## src/rtl/axi_pkg.sv

```systemverilog
// Single-beat AXI4 payload types shared by the synthetic CPU master and its peers.
package axi_pkg;

  localparam logic [1:0] RESP_OKAY   = 2'b00;
  localparam logic [1:0] RESP_SLVERR = 2'b10;
  localparam logic [1:0] BURST_INCR  = 2'b01;

  typedef struct packed {
    logic [7:0]  id;
    logic [63:0] addr;
    logic [7:0]  len;
    logic [2:0]  size;
    logic [1:0]  burst;
  } axi_aw_t;

  typedef axi_aw_t axi_ar_t;

  typedef struct packed {
    logic [63:0] data;
    logic [7:0]  strb;
    logic        last;
  } axi_w_t;

  typedef struct packed {
    logic [7:0] id;
    logic [1:0] resp;
  } axi_b_t;

  typedef struct packed {
    logic [7:0]  id;
    logic [63:0] data;
    logic [1:0]  resp;
    logic        last;
  } axi_r_t;

  // Counter increment that sticks at all-ones instead of wrapping.
  function automatic logic [31:0] sat_inc(input logic [31:0] value);
    return (value == 32'hFFFF_FFFF) ? value : value + 32'd1;
  endfunction

endpackage

```

## src/rtl/cpu_axi_master.sv

```systemverilog
// Synthetic CPU: writes a word, reads it back and compares, NUM_ITER times over a
// per-CPU memory region, using one outstanding single-beat AXI4 transaction.
module cpu_axi_master
  import axi_pkg::*;
#(
  parameter int          NUM_ITER    = 16,
  parameter logic [63:0] BASE_ADDR   = 64'h8000_0000,
  parameter logic [63:0] REGION_SIZE = 64'h1_0000,
  parameter logic [7:0]  AXI_ID      = 8'h00
) (
  input  logic        clk,
  input  logic        rst,
  input  logic [31:0] cpu_index,
  output axi_aw_t     o_axi_m_aw,
  input  logic        i_axi_m_awready,
  output logic        o_axi_m_awvalid,
  output axi_w_t      o_axi_m_w,
  input  logic        i_axi_m_wready,
  output logic        o_axi_m_wvalid,
  input  axi_b_t      i_axi_m_b,
  output logic        o_axi_m_bready,
  input  logic        i_axi_m_bvalid,
  output axi_ar_t     o_axi_m_ar,
  input  logic        i_axi_m_arready,
  output logic        o_axi_m_arvalid,
  input  axi_r_t      i_axi_m_r,
  output logic        o_axi_m_rready,
  input  logic        i_axi_m_rvalid,
  output logic        o_done,
  output logic [31:0] o_err_cnt
);

  localparam logic [2:0] S_IDLE   = 3'd0;
  localparam logic [2:0] S_WRITE  = 3'd1;
  localparam logic [2:0] S_WAIT_B = 3'd2;
  localparam logic [2:0] S_READ   = 3'd3;
  localparam logic [2:0] S_WAIT_R = 3'd4;
  localparam logic [2:0] S_DONE   = 3'd5;

  logic [2:0]  state_reg;
  logic [31:0] iter_reg;
  logic [31:0] err_cnt_reg;
  logic        awvalid_reg;
  logic        wvalid_reg;
  logic        arvalid_reg;

  logic [63:0] addr;
  logic [63:0] wdata;
  logic        last_iter;
  logic        aw_clear;
  logic        w_clear;
  logic        b_bad;
  logic        r_bad;

  // Payloads derive only from registered state, so they stay stable while a valid waits.
  assign addr      = BASE_ADDR + (64'(cpu_index) * REGION_SIZE) + (64'(iter_reg) << 3);
  assign wdata     = {cpu_index, iter_reg};
  assign last_iter = (iter_reg == 32'(NUM_ITER - 1));

  // A channel is finished once its valid is gone or is being accepted this cycle.
  assign aw_clear = !awvalid_reg || i_axi_m_awready;
  assign w_clear  = !wvalid_reg || i_axi_m_wready;

  assign b_bad = (i_axi_m_b.resp != RESP_OKAY) || (i_axi_m_b.id != AXI_ID);
  assign r_bad = (i_axi_m_r.data != wdata) || (i_axi_m_r.resp != RESP_OKAY) ||
                 !i_axi_m_r.last || (i_axi_m_r.id != AXI_ID);

  always_ff @(posedge clk) begin
    if (rst) begin
      state_reg   <= S_IDLE;
      iter_reg    <= '0;
      err_cnt_reg <= '0;
      awvalid_reg <= 1'b0;
      wvalid_reg  <= 1'b0;
      arvalid_reg <= 1'b0;
    end else begin
      case (state_reg)
        S_IDLE: begin
          state_reg   <= S_WRITE;
          awvalid_reg <= 1'b1;
          wvalid_reg  <= 1'b1;
        end
        S_WRITE: begin
          if (awvalid_reg && i_axi_m_awready) awvalid_reg <= 1'b0;
          if (wvalid_reg && i_axi_m_wready) wvalid_reg <= 1'b0;
          if (aw_clear && w_clear) state_reg <= S_WAIT_B;
        end
        S_WAIT_B: begin
          if (i_axi_m_bvalid) begin
            if (b_bad) err_cnt_reg <= sat_inc(err_cnt_reg);
            state_reg   <= S_READ;
            arvalid_reg <= 1'b1;
          end
        end
        S_READ: begin
          if (i_axi_m_arready) begin
            arvalid_reg <= 1'b0;
            state_reg   <= S_WAIT_R;
          end
        end
        S_WAIT_R: begin
          if (i_axi_m_rvalid) begin
            if (r_bad) err_cnt_reg <= sat_inc(err_cnt_reg);
            if (last_iter) begin
              state_reg <= S_DONE;
            end else begin
              iter_reg    <= iter_reg + 32'd1;
              state_reg   <= S_WRITE;
              awvalid_reg <= 1'b1;
              wvalid_reg  <= 1'b1;
            end
          end
        end
        S_DONE: state_reg <= S_DONE;
        default: state_reg <= S_IDLE;
      endcase
    end
  end

  assign o_axi_m_aw      = '{id: AXI_ID, addr: addr, len: 8'd0, size: 3'd3, burst: BURST_INCR};
  assign o_axi_m_ar      = '{id: AXI_ID, addr: addr, len: 8'd0, size: 3'd3, burst: BURST_INCR};
  assign o_axi_m_w       = '{data: wdata, strb: 8'hFF, last: 1'b1};
  assign o_axi_m_awvalid = awvalid_reg;
  assign o_axi_m_wvalid  = wvalid_reg;
  assign o_axi_m_arvalid = arvalid_reg;
  assign o_axi_m_bready  = (state_reg == S_WAIT_B);
  assign o_axi_m_rready  = (state_reg == S_WAIT_R);
  assign o_done          = (state_reg == S_DONE);
  assign o_err_cnt       = err_cnt_reg;

endmodule

```

## config.mk

```make
export PLATFORM = sky130hd
export DESIGN_NAME = cpu_axi_master
export DESIGN_NICKNAME = d
export VERILOG_FILES = /design/src/rtl/axi_pkg.sv /design/src/rtl/cpu_axi_master.sv
export SDC_FILE = /design/constraint.sdc
export NUM_CORES = 1
export LEC_CHECK = 0
export CORE_AREA = 4 4 156 158
export DETAILED_ROUTE_END_ITERATION = 8
export DIE_AREA = 0 0 160 162
export PLACE_DENSITY = 0.69
export SYNTH_ARGS = -nofsm -noshare
export SYNTH_HDL_FRONTEND = slang
export SYNTH_SLANG_ARGS = --single-unit
```

## constraint.sdc

```tcl
create_clock -name clk -period 5 [get_ports clk]
set_input_delay 0.75 -clock clk [delete_from_list [all_inputs] [get_ports clk]]
set_output_delay 0.75 -clock clk [all_outputs]
set_load 0.02 [all_outputs]
```

==> summary.md, run 1 <==
| Metric | Value |
|---|---|
| Layout filler cell count | `2,299` |
| Detailed Route Iter0 Violations | `around 440` |
| Count of port buffers added during placement | `~320` |
| Register clock-pin slew on the reported worst setup and hold paths | `0.06 ns` |
| First-pass GRT wire length | `slightly below 40,000 um` |
| Share of the clock period used by the worst path after layout | `a little over nine tenths` |
| Worst setup path category | `primary input to primary output` |
| Mean post-synth cell area | `~7.8 um^2` |
| Finished Cell Area | `between 10,000 and 15,000 um^2` |
| Post-detail-place hpwl | `approximately 22,000 um` |
| Synthesized netlist cell count | `between 900 and 1k` |
| Sum Neg Setup Slack | `0 ns` |
| Critical Path Sink Type | `primary output` |
| Fin crit period | `~4.8 ns` |
| Final hold violation count | `0` |
| Initial antenna violation count | `1` |
| Number of primary I/O pins | `between 400 and 500` |
| Cell area after placement | `roughly 10000 um^2` |
| Starting utilization of the core area | `30.9%` |
| Final #Nets | `1,327` |
| Vias per inst | `4.84` |
| Number of enable-type register cells in the synthesized netlist | `0` |
| Count of distinct cell types in the synthesized netlist | `65` |
| Core box area | `between 20,000 and 25,000 um^2` |
| Synthesized-area fraction occupied by and/or/nand/nor cells | `between 20 and 25%` |
| Global Route Usage Sum | `18.7%` |
| Number of remaining DRC errors | `0` |
| Final cell count without fillers | `between 1k and 1.5k` |
| Multiplexer share of the synthesized area | `less than 1%` |
| Worst-skew pair later-pin latency | `0.33 ns` |
| Number of antenna-violating nets in the routed design | `0` |
| Full die area | `~26,000 um^2` |
| Leakage component of the power | `roughly 4 nW` |
| Peak supply drop | `about 0.15 mV` |
| Number of clock sinks | `70` |
| Total wire length | `about 26,000 um` |
| Slew at the pin closest to its max-slew limit | `slightly above 0.9 ns` |
| Slew headroom | `a little under two fifths` |
| Yosys Warn Count | `0` |
| MaxCap Viol Count | `0` |
| Final setup slack of the worst path | `~0.20 ns` |
| Critical path launch point type | `primary input` |
| Result of the run | `completed` |
| Final clock skew | `around 0.0084 ns` |
| Buffer cell driving the clock tree root | `sky130_fd_sc_hd__clkbuf_16` |
| Maximum number of pins on one net before global-route repair | `48` |
| Number of levels the H-tree was split into | `3` |
| Number of buffers added by the clock tree synthesis step | `9` |
| Fraction of final layout cells with drive strength greater than 1 | `under 10%` |
| Number of antenna cells inserted | `0` |
| Maximum count of clock buffers along a single path | `2` |
| Die span in y | `162 um` |
| Mapped Area | `roughly 7100 um^2` |
| WL/cell | `17.8 um` |
| Peak fanout along the critical path | `3` |
| Met1 Resource Use GR | `approximately a quarter` |
| Number of vias in the routed layout | `~7.1k` |
| Layout overhead on the synthesized area | `42.6%` |
| Gp weighted congestion | `0.912` |
| Flops & latches, synth | `70` |
| Hold Crit Class | `flop to flop` |
| Synthesized-area fraction occupied by adder cells | `7.30%` |
| First-pass detailed-route iteration total | `5` |
| Worst endpoint required time | `approximately 4.3 ns` |
| Combinational family with the most area after synthesis | `buffers and inverters` |
| Final max-slew violation count | `0` |
| Core Rows | `56` |
| TritonCTS clock tree | `built` |
| Ys async rst share | `0%` |
| Fraction of synthesized cell area in xor and xnor cells | `between 10% and 20%` |
| Power density over the cells | `between 150 and 200 nW/um^2` |
| Remaining global-route overflow | `0` |
| RSZ-0062 raised after global routing | `false` |
| Sequential element share of the synthesized area | `between 10% and 20%` |
| Post-synthesis compound-gate area fraction | `13.0%` |
| Placed Instances | `about 1.4k` |
| Utilization of the core after routing | `a little over two fifths` |
| Met2 layer usage reported by global route | `between 30% and 40%` |
| Vias in the first global route | `approximately 6.6k` |
| Die width | `160 um` |
| Met3 routing resource usage after global routing | `around 3.1%` |
| Number of failing setup endpoints in the final timing report | `0` |
| CP arrival | `just over 4 ns` |
| Most used DFF post-synth | `sky130_fd_sc_hd__dfxtp_1` |
| Global-route layer with the greatest usage | `met2` |
| FMAX | `208 MHz` |
| Post-Place Worst Slack | `-0.455 ns` |
==> critical path, stage by stage <==
cell and delay, ns:
sky130_fd_sc_hd__clkdlybuf4s50_1 0.43, sky130_fd_sc_hd__ha_1 0.29, sky130_fd_sc_hd__ha_1 0.16, sky130_fd_sc_hd__inv_1 0.06, sky130_fd_sc_hd__fa_1 0.40, sky130_fd_sc_hd__nor2b_1 0.18, sky130_fd_sc_hd__o2111ai_1 0.21, sky130_fd_sc_hd__a211oi_2 0.26
sky130_fd_sc_hd__a2111oi_1 0.09, sky130_fd_sc_hd__buf_4 0.17, sky130_fd_sc_hd__nor3b_1 0.27, sky130_fd_sc_hd__buf_4 0.16, sky130_fd_sc_hd__nor2_1 0.04, sky130_fd_sc_hd__xnor2_1 0.20, sky130_fd_sc_hd__dlygate4sd2_1 0.37
==> worst paths after layout <==
path / slack (ns) / endpoint / startpoint / cells past startpoint
worst max register to register: 1.92 / o_err_cnt[25]$_SDFFE_PP0P_ / state_reg[2]$_SDFFE_PP0P_ / 7
worst min-delay path: 0.47 / o_axi_m_wvalid$_SDFFE_PP0P_ / o_axi_m_wvalid$_SDFFE_PP0P_ / 2
worst max-delay path: 0.20 / o_axi_m_aw[46] / cpu_index[1] / 15
worst min register to register: 0.47 / o_axi_m_wvalid$_SDFFE_PP0P_ / o_axi_m_wvalid$_SDFFE_PP0P_ / 2
==> cell usage in the layout (no fill, tap or decap), types with 4 or more instances in the layout <==
| cell type | netlist | final |
|---|---|---|
| sky130_fd_sc_hd__nor2_1 | 60 | 60 |
| sky130_fd_sc_hd__ha_1 | 40 | 40 |
| sky130_fd_sc_hd__clkbuf_16 | 0 | 9 |
| sky130_fd_sc_hd__nor4_1 | 19 | 19 |
| sky130_fd_sc_hd__nor3b_1 | 4 | 4 |
| sky130_fd_sc_hd__clkdlybuf4s50_1 | 0 | 294 |
| sky130_fd_sc_hd__nand4_1 | 33 | 33 |
| sky130_fd_sc_hd__or3_1 | 12 | 12 |
| sky130_fd_sc_hd__buf_4 | 178 | 42 |
| sky130_fd_sc_hd__or4_1 | 17 | 17 |
| sky130_fd_sc_hd__xnor2_1 | 88 | 88 |
| sky130_fd_sc_hd__nand3_1 | 24 | 24 |
| sky130_fd_sc_hd__inv_1 | 31 | 31 |
| sky130_fd_sc_hd__and2_1 | 4 | 4 |
| sky130_fd_sc_hd__clkbuf_2 | 1 | 4 |
| sky130_fd_sc_hd__dlymetal6s2s_1 | 0 | 6 |
| sky130_fd_sc_hd__conb_1 | 2 | 87 |
| sky130_fd_sc_hd__nor3_1 | 21 | 19 |
| sky130_fd_sc_hd__and3_1 | 8 | 8 |
| sky130_fd_sc_hd__dlygate4sd2_1 | 0 | 11 |
| sky130_fd_sc_hd__a21o_1 | 8 | 8 |
| sky130_fd_sc_hd__xor2_1 | 29 | 29 |
| sky130_fd_sc_hd__o211ai_1 | 11 | 11 |
| sky130_fd_sc_hd__o21ai_0 | 26 | 26 |
| sky130_fd_sc_hd__and4_1 | 7 | 7 |
| sky130_fd_sc_hd__nor2b_1 | 11 | 11 |
| sky130_fd_sc_hd__a31oi_1 | 5 | 5 |
| sky130_fd_sc_hd__mux2_2 | 4 | 4 |
| sky130_fd_sc_hd__o31ai_1 | 19 | 19 |
| sky130_fd_sc_hd__nand2_1 | 50 | 50 |
| sky130_fd_sc_hd__nand2b_1 | 4 | 4 |
| sky130_fd_sc_hd__a21oi_1 | 56 | 53 |
| sky130_fd_sc_hd__dfxtp_1 | 70 | 70 |
==> cell type report <==
| type | instances | area [um^2] | area share, % |
|---|---|---|---|
| clock buffer | 11 | 243 | 2.39 |
| clock inverter | 5 | 106 | 1.05 |
| inverter | 31 | 116 | 1.14 |
| multi-input combinational | 692 | 4490 | 44.1 |
| sequential | 70 | 1400 | 13.8 |
| tap | 290 | 363 | 3.57 |
| timing repair buffer | 358 | 3450 | 34.0 |
==> kinds of logic (layout without fill, tap and decap cells) <==
| kind of cell | count (synthesis) | count (layout) |
|---|---|---|
| other | 2 | 87 |
| muxes | 4 | 4 |
| AOI/OAI and AO/OA | 150 | 150 |
| and+or+nand+nor | 293 | 293 |
| adders and majority gates | 41 | 41 |
| DFF | 70 | 70 |
| buffers and inverters | 241 | 405 |
| xor gates and xnor gates | 117 | 117 |
==> cell usage after synthesis, drive strengths merged, types with 7 or more instances <==
cell | n | area, um^2
and3 | 10 | 65.1
ha | 40 | 500
nand4 | 33 | 206
dfxtp | 70 | 1400
nor4 | 20 | 140
o31ai | 19 | 143
o21ai | 27 | 135
nand2 | 51 | 194
o211ai | 11 | 82.6
inv | 31 | 116
xor2 | 29 | 254
nand3 | 24 | 120
nor2 | 61 | 231
a21o | 8 | 60.1
xnor2 | 88 | 771
and4 | 7 | 61.3
or4 | 19 | 148
a21oi | 56 | 280
or3 | 13 | 82.6
clkbuf | 24 | 91.3
nor2b | 11 | 68.8
buf | 185 | 1390
nor3 | 21 | 105
==> stage by stage <==
step	total power [W]	hold slack (ns)
finish	0.00186	0.468
detailed placement	0.00112	0.464
global route	0.00194	0.501
global placement	0.00112	0.464
floorplan	0.000943	0.544
CTS	0.00188	0.472
==> power by group <==
part	internal (W)	switching [W]	total (W)
Sequential	0.000568	0.0000148	0.000582
Combinational	0.000238	0.000286	0.000524
Clock	0.000502	0.000254	0.000756
==> timing repair <==
action | 4_1_cts | 5_1_grt
endpoints found under the setup margin | 19 | 33
resized for setup | 17 | 26
setup buffers | 0 | 1
hold buffers | 0 | 0
pin swaps | 1 | 1
==> layer usage <==
metal	vias to the layer above	part of all wire (%)
li1	3463	-
met1	3292	43
met2	274	50
met3	23	6.3
met4	2	1.1
met5	-	0.050
(Power assumes the default switching activity.)
==> run 2, diff against run 1 <==
- SKIP_CTS_REPAIR_TIMING: unset -> 1
==> run 2 against run 1 <==
Against the previous run:
- setup slack better by 0.018 ns
- global-route usage barely moved
- sequential cell count unchanged
- via count fell by 0.16%
- die area unchanged
- critical path type unchanged
- largest power group unchanged
==> summary.md, run 2 (synthesis gave the netlist of run 1 again) <==
| Metric | Value |
|---|---|
| Result of the run | `completed (unchanged)` |
| Maximum count of clock buffers along a single path | `2 (unchanged)` |
| Number of antenna cells inserted | `0 (unchanged)` |
| Die span in y | `162 um (unchanged)` |
| WL/cell | `17.9 um (was 17.8 um)` |
| Proportion of power drawn by the clock network | `40.5% (was 40.6%)` |
| Initial antenna violation count | `1 (unchanged)` |
| Register clock-pin slew on the reported worst setup and hold paths | `0.06 ns (about the same)` |
| Core Rows | `56 (unchanged)` |
| FMAX | `209 MHz (was 208 MHz)` |
| Number of antenna-violating nets in the routed design | `0 (unchanged)` |
| Worst endpoint required time | `4.25 ns (about the same)` |
| Layout overhead on the synthesized area | `43.6% (was 42.6%)` |
| TritonCTS clock tree | `built (unchanged)` |
| Starting utilization of the core area | `30.9% (unchanged)` |
| Cell area after placement | `9790 um^2 (unchanged)` |
| PnR Total Power | `0.00187 W (was 0.00186 W)` |
| Final clock skew | `0.00720 ns (was 0.00845 ns)` |
| Total wire length | `26,100 um (was 26,000 um)` |
| Count of port buffers added during placement | `317 (unchanged)` |
| MaxCap Viol Count | `0 (unchanged)` |
| Number of remaining DRC errors | `0 (unchanged)` |
| Gp weighted congestion | `0.912 (unchanged)` |
| Leading cell types in the layout, fill and taps excluded | `sky130_fd_sc_hd__clkdlybuf4s50_1, sky130_fd_sc_hd__xnor2_1, sky130_fd_sc_hd__conb_1 (unchanged)` |
| Leakage component of the power | `4.06 nW (was 3.93 nW)` |
| Share of power burned in combinational logic | `28.3% (was 28.1%)` |
| Flop pwr share | `31.2% (was 31.3%)` |
| Remaining global-route overflow | `0 (unchanged)` |
| First-pass detailed-route iteration total | `5 (unchanged)` |
| Post-route worst hold slack | `0.468 ns (about the same)` |
| Number of primary I/O pins | `405 (unchanged)` |
| Post-detail-place hpwl | `21,700 um (unchanged)` |
| RSZ-0062 raised after global routing | `false (unchanged)` |
| Vias per inst | `4.83 (was 4.84)` |
| Worst-skew pair later-pin latency | `0.33 ns (about the same)` |
| Final #Nets | `1,327 (unchanged)` |
| Global Route Usage Sum | `18.7% (about the same)` |
| Buffer cell driving the clock tree root | `sky130_fd_sc_hd__clkbuf_16 (unchanged)` |
| Switching power total | `0.000556 W (was 0.000555 W)` |
| Fin crit period | `4.78 ns (was 4.80 ns)` |
| Hold Crit Class | `flop to flop (unchanged)` |
| Leading cell type in the layout, fill and taps excluded | `sky130_fd_sc_hd__clkdlybuf4s50_1 (unchanged)` |
| Final max-slew violation count | `0 (unchanged)` |
| Power density over the cells | `182 nW/um^2 (was 183 nW/um^2)` |
| Die width | `160 um (unchanged)` |
| Number of buffers added by the clock tree synthesis step | `9 (unchanged)` |
| CP arrival | `4.03 ns (was 4.05 ns)` |
| Worst setup path category | `primary input to primary output (unchanged)` |
| Share of the clock period used by the worst path after layout | `95.6% (was 96.0%)` |
| Number of vias in the routed layout | `7,043 (was 7,054)` |
| Critical Path Sink Type | `primary output (unchanged)` |
| Peak fanout along the critical path | `4 (was 3)` |
| Maximum number of pins on one net before global-route repair | `48 (unchanged)` |
| Internal Dissipation | `0.00131 W (about the same)` |
| Peak supply drop | `0.153 mV (was 0.152 mV)` |
| Critical path launch point type | `primary input (unchanged)` |
| Vias in the first global route | `6,576 (was 6,575)` |
| Number of clock sinks | `70 (unchanged)` |
| Number of failing setup endpoints in the final timing report | `0 (unchanged)` |
| Finished Cell Area | `10,200 um^2 (about the same)` |
| Final hold violation count | `0 (unchanged)` |
| Sum Neg Setup Slack | `0 ns (unchanged)` |
| Core box area | `23,100 um^2 (unchanged)` |
| Slew at the pin closest to its max-slew limit | `0.934 ns (about the same)` |
| Detailed Route Iter0 Violations | `376 (was 439)` |
| Full die area | `25,900 um^2 (unchanged)` |
| Net Sw Frac | `29.8% (about the same)` |
| Number of levels the H-tree was split into | `3 (unchanged)` |
| Fraction of final layout cells with drive strength greater than 1 | `7.20% (was 7.54%)` |
| Slew headroom | `37.8% (was 37.7%)` |
| First-pass GRT wire length | `38,600 um (unchanged)` |
## run 2: worst max-delay path, stage by stage
cell,delay (ns)
sky130_fd_sc_hd__clkdlybuf4s50_1,0.46
sky130_fd_sc_hd__ha_1,0.32
sky130_fd_sc_hd__ha_1,0.35
sky130_fd_sc_hd__buf_4,0.15
sky130_fd_sc_hd__nand2_1,0.08
sky130_fd_sc_hd__o211ai_1,0.23
sky130_fd_sc_hd__nand4_1,0.14
sky130_fd_sc_hd__a21oi_2,0.16
sky130_fd_sc_hd__buf_4,0.14
sky130_fd_sc_hd__o211ai_1,0.11
sky130_fd_sc_hd__nand2_1,0.12
sky130_fd_sc_hd__nor4bb_2,0.36
sky130_fd_sc_hd__clkdlybuf4s50_1,0.67
## run 2: per-stage QoR
step / setup WS (ns) / utilization [%] / std cells
after floorplan: 0.749 / - / 1003
after CTS: -0.479 / 43.9 / 1456
after detailed placement: -0.455 / 42.4 / 1440
final: 0.220 / 44.3 / 1457
after global placement: -0.404 / 42.4 / 1440
after global routing: 0.00605 / 44.3 / 1457
## run 2: per-layer routing
layer | global-route usage (%) | vias to the layer above | part of all wire, %
met2 | 33.9 | 262 | 50
met3 | 3.07 | 20 | 6.1
met4 | 3.60 | 2 | 1.0
met5 | 0 | - | 0.050
met1 | 23.6 | 3295 | 43
li1 | - | 3464 | -
## run 2: power by group through the flow
stage,clock network [W],registers [W],logic [W]
after global routing,0.000797,0.000585,0.000565
after global placement,0,0.000594,0.000526
after detailed placement,0,0.000595,0.000529
final,0.000758,0.000582,0.000529
after CTS,0.000768,0.000582,0.000531
after floorplan,0,0.000592,0.000351
## run 2: area by class of cell
type / count / area (um^2)
fillers: 2282 / 12900
multi-input cells: 692 / 4490
repair buffers: 358 / 3530
flip-flops and latches: 70 / 1400
well taps: 290 / 363
clock buffers: 11 / 243
inverters: 31 / 116
clock inverters: 5 / 106
## run 2: final timing paths
path                            depth (start not counted)                          end                        start  slack, ns
worst max-delay path                                   13               o_axi_m_aw[61]                cpu_index[11]       0.22
worst min-delay path                                    2  o_axi_m_wvalid$_SDFFE_PP0P_  o_axi_m_wvalid$_SDFFE_PP0P_       0.47
worst max register to register                          7   o_err_cnt[29]$_SDFFE_PP0P_    state_reg[2]$_SDFFE_PP0P_       1.92
worst min register to register                          2  o_axi_m_wvalid$_SDFFE_PP0P_  o_axi_m_wvalid$_SDFFE_PP0P_       0.47
==> RTL change (config.mk and constraints of run 1) <==
Register the output `o_err_cnt` once more, with the module's reset; this adds one clock of latency there. The other outputs are not delayed to match.
--- a/src/rtl/cpu_axi_master.sv
+++ b/src/rtl/cpu_axi_master.sv
@@ -128,3 +128,9 @@
   assign o_done          = (state_reg == S_DONE);
-  assign o_err_cnt       = err_cnt_reg;
+  always_ff @(posedge clk) begin
+    if (rst) begin
+      o_err_cnt <= '0;
+    end else begin
+      o_err_cnt <= err_cnt_reg;
+    end
+  end
 
Check against the original RTL: not equivalent (Yosys sat finds a counterexample within 4 cycles, from zero or initial values and one cycle with rst high).
==> RTL change against run 1 <==
Routed wire length is 6.1% higher. Total power up 12%. Synthesized area is 7.6% higher. Sequential cell count increased by 32. Worst setup slack worse by 0.069 ns. Design area is 7.2% higher. Sequential share of layout area rose by 5.0 points. Highest routed layer is now met4.
==> RTL change: results (changes against run 1) <==
Run status
  – Status: complete, no violations

Critical path
  – CP top delay family: compound AO/OA/AOI/OAI gates
  – CP startpoint: cpu_index[9]
  – Flop-to-flop setup slack: 1.98 ns (+0.06 ns)
  – Reg-to-Reg Start: iter_reg[21]
  – Critical Path Sink: o_axi_m_ar[58]
  – RR Endpoint: err_cnt_reg[27]
  – Slowest cell on the critical path: or3b_2
  – CP peak stage delay: 0.51 ns (+0.08 ns)
  – Data arrival time of the worst path: 4.12 ns (+0.07 ns)

Logic synthesis
  – Post-synthesis sequential area ratio: 26.6% (+7.0 points)
  – Synth cell count leaders: buf_4, dfxtp_1, xor2_1
  – Synth area leaders: dfxtp_1, buf_4, xor2_1
  – Netlist cell types: 63 (-3.1%)
  – Syn_area_per_cell: 8.33 µm² (+7.2%)
  – Adder-cell share of the synthesized area: 6.78% (-0.51 points)
  – Synth Area in XOR/XNOR: 14.1% (-0.22 points)
  – Post-synthesis mux area share: 2.80% (+2.2 points)

Timing
  – Clock Skews: 0.00631 ns (-0.00213 ns)
  – Worst Max-Slew Pin Slew: 0.626 ns (-0.308 ns)

Place
  – Routability Congestion: 0.892 (-2.2%)
  – Dpl hpwl: 23200 µm (+6.9%)

Route
  – DR WL met2: 13200 µm (+1.5%)
  – WL per Instance: 18.4 µm (+3.4%)
  – Metal3 WL: 1700 µm (+3.8%)
  – Wire length on met1: 11800 µm (+6.4%)
  – Top routing layer used: met4
  – Via-to-Cell Ratio: 4.72 (-2.6%)
  – Starting DRC count in detailed routing: 453 (+3.2%)

Cells and area
  – Final std cells w/o fill: 1495 (+2.6%)
  – Layout cells sized above 1: 9.97% (+2.4 points)
  – Nets@finish: 1364 (+2.8%)

Global routing
  – Vias in the first global route: 6693 (+1.8%)
  – Largest net degree at the start of global routing: 56 (+17%)
  – Gr usage total: 20.0% (+1.3 points)
  – First-pass GRT wire length: 39900 µm (+3.6%)
  – GR Util met2: 34.2% (+0.35 points)
  – Met3 Use GR: 3.93% (+0.86 points)
  – Met1 Use GR: 25.0% (+1.4 points)

Pwr
  – Switch share: 30.1% (+0.28 points)
  – Leakage: 4.62 nW (+17%)

CTS
  – Clk pin slew, worst setup/hold paths: 0.07 ns
  – Post-CTS Setup Inserts: 1 (+1)
  – Resize count post-CTS: 45 (+28)

Worst hold path
  – HP Start: err_cnt_reg[15]
  – Hold path endpoint: o_err_cnt[15]
==> RTL change: stage by stage <==
stage               setup slack (ns)  cell area [µm²]  hold slack, ns  total power, mW
floorplan                      0.704             8000           0.445             1.20
global placement              -0.387            10500           0.465             1.38
detailed placement            -0.422            10500           0.474             1.38
CTS                         -0.00340            10800           0.491             2.10
global route                 -0.0538            10900           0.507             2.17
finish                         0.132            10900           0.485             2.08
==> RTL change: layout make-up <==
class	count	area, µm²
Inverter	28	105
Sequential cell	102	2040
Fill cell	2256	12200
Multi-Input combinational cell	677	4450
Clock inverter	5	71.3
Antenna cell	1	2.50
Tap cell	290	363
Clock buffer	11	233
Timing Repair Buffer	381	3630
==> RTL change: power by group through the flow <==
stage	clock, mW	sequential, mW	combinational, mW
floorplan	0	0.852	0.346
global placement	0	0.855	0.525
detailed placement	0	0.855	0.528
CTS	0.745	0.836	0.524
global route	0.772	0.839	0.560
finish	0.718	0.836	0.528
